File: src/rtl/branch_resolve_if.sv
// Handshake/bus bundle between EX, the branch resolve unit and the fetch PC mux.
// The slave modport is the resolve unit; the master modport is the EX/fetch side.
interface branch_resolve_if #(
  parameter int XLEN = 32
);
  logic            ex_valid;
  logic            ex_is_jump;
  logic [2:0]      ex_funct3;
  logic [XLEN-1:0] ex_pc;
  logic [XLEN-1:0] ex_imm;
  logic [XLEN-1:0] ex_jump_target;
  logic            ex_pred_taken;
  logic [XLEN-1:0] ex_pred_target;
  logic            alu_zero;
  logic            alu_negative;
  logic            alu_overflow;
  logic            alu_carry;
  logic            redirect_ready;
  logic            redirect_valid;
  logic [XLEN-1:0] redirect_pc;
  logic            flush;
  logic            ex_stall;
  logic            illegal_cond;

  modport slave (
    input  ex_valid, ex_is_jump, ex_funct3, ex_pc, ex_imm, ex_jump_target,
           ex_pred_taken, ex_pred_target, alu_zero, alu_negative,
           alu_overflow, alu_carry, redirect_ready,
    output redirect_valid, redirect_pc, flush, ex_stall, illegal_cond
  );

  modport master (
    output ex_valid, ex_is_jump, ex_funct3, ex_pc, ex_imm, ex_jump_target,
           ex_pred_taken, ex_pred_target, alu_zero, alu_negative,
           alu_overflow, alu_carry, redirect_ready,
    input  redirect_valid, redirect_pc, flush, ex_stall, illegal_cond
  );
endinterface

File: src/rtl/branch_resolve_unit.sv
// Resolves EX branches/jumps from ALU subtract flags and requests a fetch redirect on mispredict.
// Optional statistics counters are compiled in with `define BRANCH_STATS_EN.
module branch_resolve_unit #(
  parameter int XLEN = 32
`ifdef BRANCH_STATS_EN
  , parameter int STAT_W = 32
`endif
) (
  input  logic                   clk,
  input  logic                   rst_n,
  branch_resolve_if.slave        bus
`ifdef BRANCH_STATS_EN
  , output logic [STAT_W-1:0]    stat_branches,
  output logic [STAT_W-1:0]      stat_taken,
  output logic [STAT_W-1:0]      stat_mispredicts
`endif
);

  typedef enum logic {IDLE, REDIRECT} state_t;

  state_t          state;
  logic            redirect_valid_q;
  logic            ex_stall_q;
  logic            illegal_q;
  logic [XLEN-1:0] redirect_pc_q;

  logic            illegal;
  logic            actual_taken;
  logic [XLEN-1:0] taken_target;
  logic [XLEN-1:0] fall_through;
  logic [XLEN-1:0] correct_pc;
  logic            mispredict;
  logic            accept;

  function automatic logic cond_taken(input logic [2:0] f3, input logic z,
                                      input logic n, input logic v, input logic c);
    case (f3)
      3'b000:  return z;
      3'b001:  return !z;
      3'b100:  return n ^ v;
      3'b101:  return !(n ^ v);
      3'b110:  return !c;
      3'b111:  return c;
      default: return 1'b0;
    endcase
  endfunction

`ifdef BRANCH_STATS_EN
  function automatic logic [STAT_W-1:0] sat_inc(input logic [STAT_W-1:0] x);
    return (&x) ? x : x + 1'b1;
  endfunction
`endif

  always_comb begin
    illegal      = !bus.ex_is_jump && (bus.ex_funct3[2:1] == 2'b01);
    actual_taken = bus.ex_is_jump ||
                   cond_taken(bus.ex_funct3, bus.alu_zero, bus.alu_negative,
                              bus.alu_overflow, bus.alu_carry);
    taken_target = bus.ex_is_jump ? bus.ex_jump_target : bus.ex_pc + bus.ex_imm;
    fall_through = bus.ex_pc + XLEN'(4);
    correct_pc   = actual_taken ? taken_target : fall_through;
    mispredict   = !illegal &&
                   ((actual_taken != bus.ex_pred_taken) ||
                    (actual_taken && (taken_target != bus.ex_pred_target)));
    accept       = (state == IDLE) && bus.ex_valid;
  end

  // EX inputs are only sampled in IDLE; REDIRECT waits solely on the fetch handshake.
  always_ff @(posedge clk or negedge rst_n) begin
    if (!rst_n) begin
      state            <= IDLE;
      redirect_valid_q <= 1'b0;
      ex_stall_q       <= 1'b0;
      illegal_q        <= 1'b0;
      redirect_pc_q    <= '0;
    end else begin
      illegal_q <= 1'b0;
      case (state)
        IDLE: begin
          if (accept) begin
            if (illegal) begin
              illegal_q <= 1'b1;
            end else if (mispredict) begin
              redirect_pc_q    <= correct_pc;
              redirect_valid_q <= 1'b1;
              ex_stall_q       <= 1'b1;
              state            <= REDIRECT;
            end
          end
        end
        REDIRECT: begin
          if (bus.redirect_ready) begin
            redirect_valid_q <= 1'b0;
            ex_stall_q       <= 1'b0;
            state            <= IDLE;
          end
        end
        default: state <= IDLE;
      endcase
    end
  end

  assign bus.redirect_valid = redirect_valid_q;
  assign bus.redirect_pc    = redirect_pc_q;
  assign bus.ex_stall       = ex_stall_q;
  assign bus.illegal_cond   = illegal_q;
  assign bus.flush          = redirect_valid_q & bus.redirect_ready;

`ifdef BRANCH_STATS_EN
  // Illegal conditions count as accepted, not-taken, and never as mispredicts.
  always_ff @(posedge clk or negedge rst_n) begin
    if (!rst_n) begin
      stat_branches    <= '0;
      stat_taken       <= '0;
      stat_mispredicts <= '0;
    end else if (accept) begin
      stat_branches <= sat_inc(stat_branches);
      if (actual_taken && !illegal) stat_taken <= sat_inc(stat_taken);
      if (mispredict) stat_mispredicts <= sat_inc(stat_mispredicts);
    end
  end
`endif

endmodule

File: src/flat_wrapper.sv
// flat-port wrapper written by rule: the top's interface ports become plain ports
module branch_resolve_unit_flat 
#(
  parameter int XLEN = 32

)
  (clk, rst_n, bus_ex_valid, bus_ex_is_jump, bus_ex_funct3, bus_ex_pc, bus_ex_imm, bus_ex_jump_target, bus_ex_pred_taken, bus_ex_pred_target, bus_alu_zero, bus_alu_negative, bus_alu_overflow, bus_alu_carry, bus_redirect_ready, bus_redirect_valid, bus_redirect_pc, bus_flush, bus_ex_stall, bus_illegal_cond);
  branch_resolve_if #(.XLEN(XLEN)) bus_i ();
  input  logic clk;
  input  logic rst_n;
  input wire logic [$bits(bus_i.ex_valid)-1:0] bus_ex_valid;
  input wire logic [$bits(bus_i.ex_is_jump)-1:0] bus_ex_is_jump;
  input wire logic [$bits(bus_i.ex_funct3)-1:0] bus_ex_funct3;
  input wire logic [$bits(bus_i.ex_pc)-1:0] bus_ex_pc;
  input wire logic [$bits(bus_i.ex_imm)-1:0] bus_ex_imm;
  input wire logic [$bits(bus_i.ex_jump_target)-1:0] bus_ex_jump_target;
  input wire logic [$bits(bus_i.ex_pred_taken)-1:0] bus_ex_pred_taken;
  input wire logic [$bits(bus_i.ex_pred_target)-1:0] bus_ex_pred_target;
  input wire logic [$bits(bus_i.alu_zero)-1:0] bus_alu_zero;
  input wire logic [$bits(bus_i.alu_negative)-1:0] bus_alu_negative;
  input wire logic [$bits(bus_i.alu_overflow)-1:0] bus_alu_overflow;
  input wire logic [$bits(bus_i.alu_carry)-1:0] bus_alu_carry;
  input wire logic [$bits(bus_i.redirect_ready)-1:0] bus_redirect_ready;
  output wire logic [$bits(bus_i.redirect_valid)-1:0] bus_redirect_valid;
  output wire logic [$bits(bus_i.redirect_pc)-1:0] bus_redirect_pc;
  output wire logic [$bits(bus_i.flush)-1:0] bus_flush;
  output wire logic [$bits(bus_i.ex_stall)-1:0] bus_ex_stall;
  output wire logic [$bits(bus_i.illegal_cond)-1:0] bus_illegal_cond;
  assign bus_i.ex_valid = bus_ex_valid;
  assign bus_i.ex_is_jump = bus_ex_is_jump;
  assign bus_i.ex_funct3 = bus_ex_funct3;
  assign bus_i.ex_pc = bus_ex_pc;
  assign bus_i.ex_imm = bus_ex_imm;
  assign bus_i.ex_jump_target = bus_ex_jump_target;
  assign bus_i.ex_pred_taken = bus_ex_pred_taken;
  assign bus_i.ex_pred_target = bus_ex_pred_target;
  assign bus_i.alu_zero = bus_alu_zero;
  assign bus_i.alu_negative = bus_alu_negative;
  assign bus_i.alu_overflow = bus_alu_overflow;
  assign bus_i.alu_carry = bus_alu_carry;
  assign bus_i.redirect_ready = bus_redirect_ready;
  assign bus_redirect_valid = bus_i.redirect_valid;
  assign bus_redirect_pc = bus_i.redirect_pc;
  assign bus_flush = bus_i.flush;
  assign bus_ex_stall = bus_i.ex_stall;
  assign bus_illegal_cond = bus_i.illegal_cond;
  branch_resolve_unit #(.XLEN(XLEN)) u_core (.clk(clk), .rst_n(rst_n), .bus(bus_i));
endmodule
File: config.mk
export PLATFORM = sky130hd
export DESIGN_NAME = branch_resolve_unit_flat
export DESIGN_NICKNAME = d
export VERILOG_FILES = /design/src/rtl/branch_resolve_if.sv /design/src/rtl/branch_resolve_unit.sv /design/src/flat_wrapper.sv
export SDC_FILE = /design/constraint.sdc
export NUM_CORES = 1
export LEC_CHECK = 0
export CAP_MARGIN = 30
export CORE_MARGIN = 2
export CORE_UTILIZATION = 45
export DETAILED_ROUTE_END_ITERATION = 10
export HOLD_SLACK_MARGIN = 0.15
export PLACE_DENSITY_LB_ADDON = 0.25
export SETUP_SLACK_MARGIN = 0.1
export SYNTH_ARGS = -nofsm -noshare
export SYNTH_HDL_FRONTEND = slang
export SYNTH_SLANG_ARGS = --single-unit
File: constraint.sdc
create_clock -name clk -period 2.85 [get_ports clk]
set_clock_uncertainty 0.1 [all_clocks]
set_input_delay 0.7125 -clock clk [delete_from_list [all_inputs] [get_ports clk]]
set_output_delay 0.7125 -clock clk [all_outputs]
set_load 0.05 [all_outputs]
==> results of run 1 <==
-- sequential cells by signal (all words and copies together) (netlist names) --
signal	flops
u_core.bus.illegal_cond	1
u_core.state	1
u_core.bus.redirect_pc	32
u_core.bus.redirect_valid	1
-- per-stage QoR --
step                worst slack [ps]  setup TNS, ps  hold slack, ps
global placement               -2178         -71580           342.8
detailed placement             -2269         -74930           360.4
finish                         -1819         -58730           432.0
floorplan                      -1224         -39980           316.9
CTS                            -1612         -53560           369.5
global route                   -1966         -63230           436.8
-- cells in the mapped netlist (3+ instances only) --
| cell type | number | area [um2] |
|---|---|---|
| and3_1 | 12 | 75.07 |
| nand2b_1 | 3 | 18.77 |
| o31ai_1 | 3 | 22.52 |
| mux2_2 | 11 | 123.9 |
| ha_1 | 32 | 400.4 |
| or2_2 | 3 | 18.77 |
| mux2_4 | 25 | 375.4 |
| a211oi_1 | 8 | 60.06 |
| a221o_1 | 4 | 40.04 |
| o22ai_1 | 4 | 25.02 |
| inv_1 | 10 | 37.54 |
| nor2_1 | 53 | 198.9 |
| and4_1 | 8 | 70.07 |
| xor2_1 | 26 | 227.7 |
| a21oi_1 | 50 | 250.2 |
| or3_1 | 6 | 37.54 |
| nor3b_1 | 8 | 60.06 |
| nor3_1 | 16 | 80.08 |
| a21bo_2 | 3 | 30.03 |
| nand3_1 | 30 | 150.1 |
| nor4_1 | 9 | 56.30 |
| o211ai_1 | 9 | 67.56 |
| a21o_1 | 11 | 82.58 |
| o21ai_0 | 28 | 140.1 |
| o221ai_1 | 3 | 26.28 |
| o2111ai_1 | 7 | 61.31 |
| o21a_1 | 9 | 67.56 |
| a31oi_1 | 7 | 43.79 |
| mux2i_1 | 9 | 90.09 |
| clkbuf_1 | 18 | 67.56 |
| nand2_1 | 79 | 296.5 |
| buf_2 | 12 | 60.06 |
| a221oi_1 | 3 | 26.28 |
| o21ai_1 | 4 | 20.02 |
| buf_6 | 3 | 33.78 |
| a211o_1 | 3 | 26.28 |
| a311oi_1 | 3 | 26.28 |
| xnor2_1 | 42 | 367.9 |
| nand4_1 | 19 | 118.9 |
| o211a_1 | 3 | 30.03 |
| and2_1 | 11 | 68.82 |
| o31a_1 | 7 | 61.31 |
| nor2b_1 | 5 | 31.28 |
| o21bai_1 | 5 | 37.54 |
| dfrtp_1 | 35 | 875.8 |
-- kinds of logic (layout without fill, tap and decap cells) --
logic type	count (synthesis)	in the layout	synth area share, %
AO/OA/AOI/OAI	199	199	25.41
flip-flops	35	35	15.81
AND/OR/NAND/NOR	274	274	25.32
adder cells (fa/ha/maj)	33	33	7.588
buffers and inverters	48	503	4.087
multiplexers	45	45	10.64
XOR/XNOR	69	69	11.16
-- what timing repair did --
item,CTS,global route
hold buffers,0,0
setup endpoints to repair,34,34
gates cloned,2,2
gates resized for setup,166,91
pin swaps,61,56
buffers inserted,49,20
-- worst max path at each step --
stage	startpoint	endpoint	slack, ps	depth (start not counted)
2_1_floorplan	bus_ex_imm[0]	u_core.bus.redirect_pc[10]	-1220	14
3_3_place_gp	bus_ex_pc[9]	u_core.bus.redirect_pc[0]	-2180	17
3_5_place_dp	bus_ex_pc[1]	u_core.bus.redirect_pc[0]	-2270	16
4_1_cts	bus_ex_pc[0]	u_core.bus.redirect_pc[7]	-1610	18
5_1_grt	bus_ex_imm[22]	u_core.bus.redirect_valid	-1970	17
6_report	bus_ex_imm[22]	u_core.bus.redirect_pc[30]	-1820	21
-- final cells by class --
class / instances / area, um2
repair buffers: 484 / 4169
well taps: 147 / 183.9
inverters: 11 / 41.29
flip-flops and latches: 35 / 875.8
multi-input cells: 620 / 5260
clock buffers: 6 / 138.9
fillers: 550 / 1308
clock inverters: 2 / 35.03
-- power by group --
part | switching, mW | internal, mW
combinational | 1.94 | 1.59
clock | 0.222 | 0.435
sequential | 0.168 | 0.689
total | 2.33 | 2.71
-- routing by layer --
metal	part of all wire [%]	GRT usage [%]	routed length, um	vias to the layer above
met3	11	9.120	3783	291
met5	0	0	0	-
met2	44	73.49	14700	809
met1	35	52.97	11550	4028
met4	9.1	25.94	3014	0
li1	-	-	-	3567
==> summary.md, run 1 <==
| Metric | Value |
|---|---|
| Die Area | 13,220 um2 |
| Design Power | 5.041 mW |
| ANT cells | 0 |
| Unique masters post-synth | 80 |
| Max Freq | 214.2 MHz |
| Routed vias/inst | 6.663 |
| RSZ-0062 raised after global routing | true |
| Worst-skew pair later-pin latency | 280 ps |
| Number of max-cap violations | 0 |
| Post-DP HPWL | 20.56 mm |
| CTS root buffer | clkbuf_16 |
| Initial DRT Pass Iterations | 10 |
| Per-cell routed wire length | 25.33 um |
| Setup crit end kind | flip-flop |
| Final Wtd Congestion | 1.004 |
| Slowest stage cell, crit path | a221oi_2 |
| Die Wd | 115.0 um |
| WHS Endpoint | u_core.bus.redirect_pc[28] |
| Area Growth Syn to Fin | 93.20% |
| Post-Layout Cell Count | 1,305 |
| Final setup fails | 34 |
| CTS HTree Levels | 2 |
| Crit path max fanout | 2 |
| CP Cell Sequence | clkdlybuf4s50_1, ha_2, a21o_1, buf_4, a221o_1, o21ai_2, a21oi_2, a221oi_2, nand3b_1, buf_4, buf_4, buf_4, buf_4, buf_4, buf_4, buf_4, buf_4, buf_4, buf_4, mux2_4, mux2_4 |
| Static Leak | 4.667 nW |
| All-Layer GR Usage | 44.27% |
| IO buf count | 176 |
| Worst reg2reg path depth | 7 |
| Crit path buffers/inverters | 12 |
| First-pass GRT wire length | 45.40 mm |
| Initial antenna violation count | 1 |
| CP Launch Type | primary input |
| Pwr dens | 470.9 nW/um2 |
| Pin count of the biggest net entering global routing | 59 |
| VDD IR max | 0.3222 mV |
| CTS tree | yes |
| Max-slew headroom | 37.28% |
| Synthesized area per cell | 7.881 um2 |
| # placed instances | 1,228 |
| Post-synth EDFFs | 0 |
| Run status | finished, violations left |
| CTS Buffer Depth | 2 |
| Vias in the first global route | 8,422 |
| Initial core utilization | 46.13% |
| Most common cell after layout, fill and taps aside | buf_4 |
| Syn nets | 877 |
| Ports | 177 |
| Critical path class | primary input to flip-flop |
| CTS Buf Count | 5 |
| Final core utilization | 89.11% |
| Clk pin slew, worst setup/hold paths | 50 ps |
| Rows | 40 |
| Pins Over Slew Limit | 0 |
| Measured slew at the worst slew-check pin | 917.0 ps |
| Cell count after synthesis | 703 |
| Final net count | 1,331 |
| Detailed-route DRC error count | 0 |
| First DRT Iteration DRCs | 988 |
| Hold WC Path Type | flip-flop to flip-flop |
| Die H | 115.0 um |
| Clock sink count | 35 |
| Yosys reg bits | 35 |
| Design area | 10,700 um2 |
| Synth Flop Type | dfrtp_1 |
| Final wirelength | 33.05 mm |
| Most frequent cells in the layout | buf_4 (280), clkdlybuf4s50_1 (124), nand2_1 (71) |
| Final worst setup slack | -1819 ps |
| RR Startpoint | u_core.state |
| Post-synth ARST share | 100.0% |
| Overflow after GRT | 0 |
| Seq/Total Area, Yosys | 15.81% |
| R2r setup slk | 790 ps |
| Final Hold Viols | 0 |
| Hold wc startpoint | u_core.bus.redirect_pc[28] |
| Core Area | 12,010 um2 |
| Synthesized area | 5540 um2 |
| Failing checks | setup timing |
| Routed vias | 8,695 |
| Min Tclk post-route | 4669 ps |
| Final period util | 163.8% |
| Critical path's top delay family | buffers and inverters |
| CP arrival | 4740 ps |
| Placement Cell Area | 9173 um2 |
| Most used cell, CP | buf_4 |
| Share of cells above drive strength 1 | 42.14% |
| Number of synthesis warnings | 0 |
| RR Endpoint | u_core.bus.redirect_pc[0] |
| Hold Path Stages | 1 |
| Antenna-violating nets left | 0 |
| Max stage delay on crit path | 480 ps |
| Worst EP required | 2920 ps |
No activity file was read; power rests on OpenSTA's default activity.
==> inputs of run 2 (changes only) <==
Settings changed: ABC_AREA from default to 0, CORE_ASPECT_RATIO from default to 1.25.
==> summary.md, run 2 (synthesis gave the netlist of run 1 again) <==
| Metric | Value |
|---|---|
| Worst-skew pair later-pin latency | 280 ps |
| Share of cells above drive strength 1 | 39.12% |
| CP arrival | 4490 ps |
| Worst EP required | 2920 ps |
| Crit path max fanout | 5 |
| Final wirelength | 29.05 mm |
| Overflow after GRT | 0 |
| VDD IR max | 0.4979 mV |
| Die Area | 13,220 um2 |
| Largest register FFs | 32 |
| CTS tree | yes |
| Storage element area | 875.8 um2 |
| Per-cell routed wire length | 22.77 um |
| Critical path class | primary input to flip-flop |
| Final Wtd Congestion | 0.9793 |
| Run status | finished, violations left |
| CTS root buffer | clkbuf_16 |
| Final worst setup slack | -1575 ps |
| Rows | 45 |
| Min Tclk post-route | 4425 ps |
| Core Area | 12,110 um2 |
| Pwr dens | 464.2 nW/um2 |
| Pins Over Slew Limit | 0 |
| Hold-fix buffers, CTS | 0 |
| CP Launch Type | primary input |
| CTS Buf Count | 5 |
| Post-Layout Cell Count | 1,276 |
| Setup crit end kind | flip-flop |
| Final period util | 155.3% |
| Max Freq | 226.0 MHz |
| First DRT Iteration DRCs | 719 |
| Initial core utilization | 45.77% |
| Die H | 128.1 um |
| Static Leak | 4.361 nW |
| Most frequent cells in the layout | buf_4 (252), clkdlybuf4s50_1 (123), nand2_1 (72) |
| First-pass GRT wire length | 41.72 mm |
| Measured slew at the worst slew-check pin | 732.9 ps |
| Most common cell after layout, fill and taps aside | buf_4 |
| # placed instances | 1,229 |
| Initial antenna violation count | 1 |
| Hold WC Path Type | flip-flop to flip-flop |
| Final net count | 1,285 |
| IO buf count | 176 |
| Pin count of the biggest net entering global routing | 59 |
| Area Growth Syn to Fin | 84.98% |
| Max-slew headroom | 49.88% |
| Post-DP HPWL | 19.39 mm |
| Final setup fails | 34 |
| Vias in the first global route | 7,800 |
| Final core utilization | 84.66% |
| Ports | 177 |
| Detailed-route DRC error count | 0 |
| Antenna-violating nets left | 0 |
| Hold Slack | 407.8 ps |
| Die Wd | 103.2 um |
| ANT cells | 0 |
| CTS HTree Levels | 2 |
| Failing checks | setup timing |
| Clock sink count | 35 |
| All-Layer GR Usage | 41.14% |
| Clk pin slew, worst setup/hold paths | 60 ps |
| RSZ-0062 raised after global routing | true |
| Routed vias | 8,000 |
| CTS Buffer Depth | 2 |
| Filler Cell Count | 693 |
| Final Hold Viols | 0 |
| Initial DRT Pass Iterations | 6 |
| Number of max-cap violations | 0 |
| Area of the multi-input gates | 5219 um2 |
| Routed vias/inst | 6.270 |
==> run 2: metal layers <==
| metal | wire length, um | vias up | track usage [%] |
|---|---|---|---|
| met5 | 0 | - | 0 |
| met3 | 2816 | 196 | 8.615 |
| li1 | - | 3478 | - |
| met4 | 2189 | 0 | 23.84 |
| met1 | 10700 | 3697 | 48.36 |
| met2 | 13350 | 629 | 68.11 |
==> run 2: layout make-up <==
cell class	instances	area share (%)
multi-input combinational	620	50.92
timing repair buffer	438	36.78
sequential	35	8.546
tap	164	2.002
clock buffer	7	1.294
inverter	11	0.4029
clock inverter	1	0.04883
==> run 2: report_power, final <==
group          internal, mW  total [mW]  switching [mW]  leakage, nW
logic                  1.52        3.36            1.84         3.88
registers             0.689       0.852           0.163        0.410
clock network         0.324       0.545           0.221       0.0679
==> run 2: per-stage QoR <==
stage               worst slack (ps)  cell area [um2]  setup TNS (ps)  power, mW
floorplan                      -1224             5583          -39980      2.477
global placement               -2134             9086          -71300      3.683
detailed placement             -2341             9086          -77980      3.752
CTS                            -1520            10020          -50610      4.477
global route                   -1665            10250          -54180      4.912
finish                         -1575            10250          -51150      4.757
==> run 2: path summary, 6_finish.rpt <==
| kind | to | depth (start not counted) | from | slack [ps] |
|---|---|---|---|---|
| setup / recovery | u_core.bus.redirect_pc[14] | 17 | bus_ex_pc[0] | -1580 |
| hold / removal | u_core.bus.illegal_cond | 1 | u_core.state | 410 |
| setup reg to reg | u_core.bus.redirect_pc[29] | 6 | u_core.state | 950 |
| hold reg to reg | u_core.bus.illegal_cond | 1 | u_core.state | 410 |
| max in group asynchronous | u_core.bus.redirect_pc[29] | 2 | rst_n | 1550 |
| min in group asynchronous | u_core.bus.redirect_pc[8] | 2 | rst_n | 740 |
==> run 2: worst max-delay path, cell delays in order <==
cell	delay [ps]
buf_8	100
ha_4	150
fa_2	390
buf_4	180
a21o_1	160
a2111o_1	380
o221a_4	140
xor2_1	150
a211oi_2	180
o2111ai_2	200
nor4_2	400
nand4_1	210
nor4_4	350
a31oi_4	160
buf_12	170
buf_16	130
mux2_4	300
==> run 2: what timing repair did <==
action	in CTS	in global routing
pin swaps	39	46
buffers inserted	27	12
cloned	3	0
gates resized for setup	167	65
setup endpoints to repair	34	34
==> inputs of run 3 (changes only) <==
Settings changed: SETUP_SLACK_MARGIN 0.1 to 0.4.
==> summary.md, run 3 (synthesis gave the netlist of run 1 again) <==
| Metric | Value |
|---|---|
| Placement Cell Area | 9086 um2 |
| CTS Buf Count | 5 |
| Max Freq | 224.0 MHz |
| Worst reg2reg path depth | 6 |
| Initial core utilization | 45.77% |
| RSZ-0062 raised after global routing | true |
| Final wirelength | 28.03 mm |
| Rows | 45 |
| Initial DRT Pass Iterations | 8 |
| Initial antenna violation count | 0 |
| Per-cell routed wire length | 21.87 um |
| Hold wc startpoint | u_core.state |
| Core Area | 12,110 um2 |
| Clk pin slew, worst setup/hold paths | 60 ps |
| Largest register FFs | 32 |
| Ports | 177 |
| Worst setup startpoint | bus_ex_imm[5] |
| Post-DP HPWL | 19.39 mm |
| IO buf count | 176 |
| All-Layer GR Usage | 39.57% |
| Most frequent cells in the layout | buf_4 (253), clkdlybuf4s50_1 (122), nand2_1 (73) |
| CTS HTree Levels | 2 |
| Max-slew headroom | 40.10% |
| Share of cells above drive strength 1 | 38.19% |
| CP Launch Type | primary input |
| Run status | finished, violations left |
| Design area | 10,250 um2 |
| RR Endpoint | u_core.bus.redirect_pc[0] |
| Area Growth Syn to Fin | 85.09% |
| Final Hold Viols | 0 |
| Hold-fix buffers, CTS | 0 |
| Hold Slack | 411.6 ps |
| Setup crit end kind | flip-flop |
| Final worst setup slack | -1613 ps |
| Failing checks | setup timing |
| Crit path max fanout | 8 |
| ANT cells | 0 |
| Pin count of the biggest net entering global routing | 59 |
| CTS Buffer Depth | 2 |
| Overflow after GRT | 0 |
| Antenna-violating nets left | 0 |
| CP arrival | 4530 ps |
| Clock sink count | 35 |
| Static Leak | 4.400 nW |
| Final period util | 156.6% |
| Hold WC Path Type | flip-flop to flip-flop |
| Filler Cell Count | 713 |
| Routed vias/inst | 6.240 |
| Design Power | 4.703 mW |
| Setup crit end | u_core.bus.redirect_pc[26] |
| Worst EP required | 2920 ps |
| Critical path class | primary input to flip-flop |
| Vias in the first global route | 7,718 |
| R2r setup slk | 1000 ps |
| RR Startpoint | u_core.state |
| Die Area | 13,220 um2 |
| CTS root buffer | clkbuf_16 |
| Final net count | 1,291 |
| Detailed-route DRC error count | 0 |
| Min Tclk post-route | 4463 ps |
| Measured slew at the worst slew-check pin | 875.8 ps |
| Final setup fails | 34 |
| Worst-skew pair later-pin latency | 280 ps |
| First-pass GRT wire length | 40.36 mm |
| Routed vias | 8,000 |
| Most common cell after layout, fill and taps aside | buf_4 |
| Die H | 128.1 um |
| Hold Path Stages | 1 |
| Die Wd | 103.2 um |
| VDD IR max | 0.5433 mV |
| Pins Over Slew Limit | 0 |
| Pwr dens | 458.6 nW/um2 |
| CTS tree | yes |
| Final Wtd Congestion | 0.9793 |
| Place WS | -2341 ps |
| First DRT Iteration DRCs | 669 |
| Number of max-cap violations | 0 |
-- run 3: area by class of cell --
cell class,count,area (um2),share of cell area [%]
timing repair buffer,444,3852,37.57
inverter,11,41.29,0.4026
multi-input combinational,620,5142,50.15
tap,164,205.2,2.001
clock inverter,1,5.005,0.04880
clock buffer,7,132.6,1.293
sequential,35,875.8,8.541
-- run 3: where the power goes --
group          total (mW)  internal, mW  switching, mW
clock               0.540         0.323          0.217
sequential          0.842         0.689          0.153
combinational        3.32          1.52           1.80
total                4.70          2.53           2.17
-- run 3: layer usage --
layer / vias up / wire length, um / part of all wire, % / global-route usage [%]
li1: 3470 / - / - / -
met1: 3741 / 10290 / 37 / 47.18
met2: 604 / 13270 / 47 / 66.88
met3: 185 / 2630 / 9.4 / 5.780
met4: 0 / 1837 / 6.6 / 22.21
met5: - / 0 / 0 / 0
-- run 3: critical path, cell delays in order --
cell and delay [ps]:
dlygate4sd2_1 260, ha_4 270, o211ai_1 150, o21a_1 270, o31a_1 390, a211oi_4 300, nor4_1 90, nand3b_1 240
xor2_2 230, or4_4 540, nor4_4 310, a31oi_4 160, buf_6 160, buf_12 140, mux2_4 300
-- run 3: worst min-delay path by stage --
stage | endpoint | slack (ps)
3_5_place_dp | u_core.bus.illegal_cond | 380
6_report | u_core.bus.illegal_cond | 410
5_1_grt | u_core.bus.illegal_cond | 410
4_1_cts | u_core.bus.illegal_cond | 380
3_3_place_gp | u_core.bus.illegal_cond | 330
2_1_floorplan | u_core.bus.illegal_cond | 320
-- run 3: through the flow --
step / utilization, % / setup TNS [ps] / std cells
global placement: 75.06 / -71300 / 1229
detailed placement: 75.06 / -77980 / 1229
CTS: 82.86 / -50530 / 1266
global route: 84.71 / -57420 / 1282
finish: 84.71 / -53480 / 1282
floorplan: - / -39980 / 703
-- run 3: what timing repair did --
action | 4_1_cts | 5_1_grt
setup endpoints to repair | 34 | 34
pin swaps | 39 | 41
setup buffers | 26 | 16
cloned | 3 | 0
gates resized for setup | 167 | 33
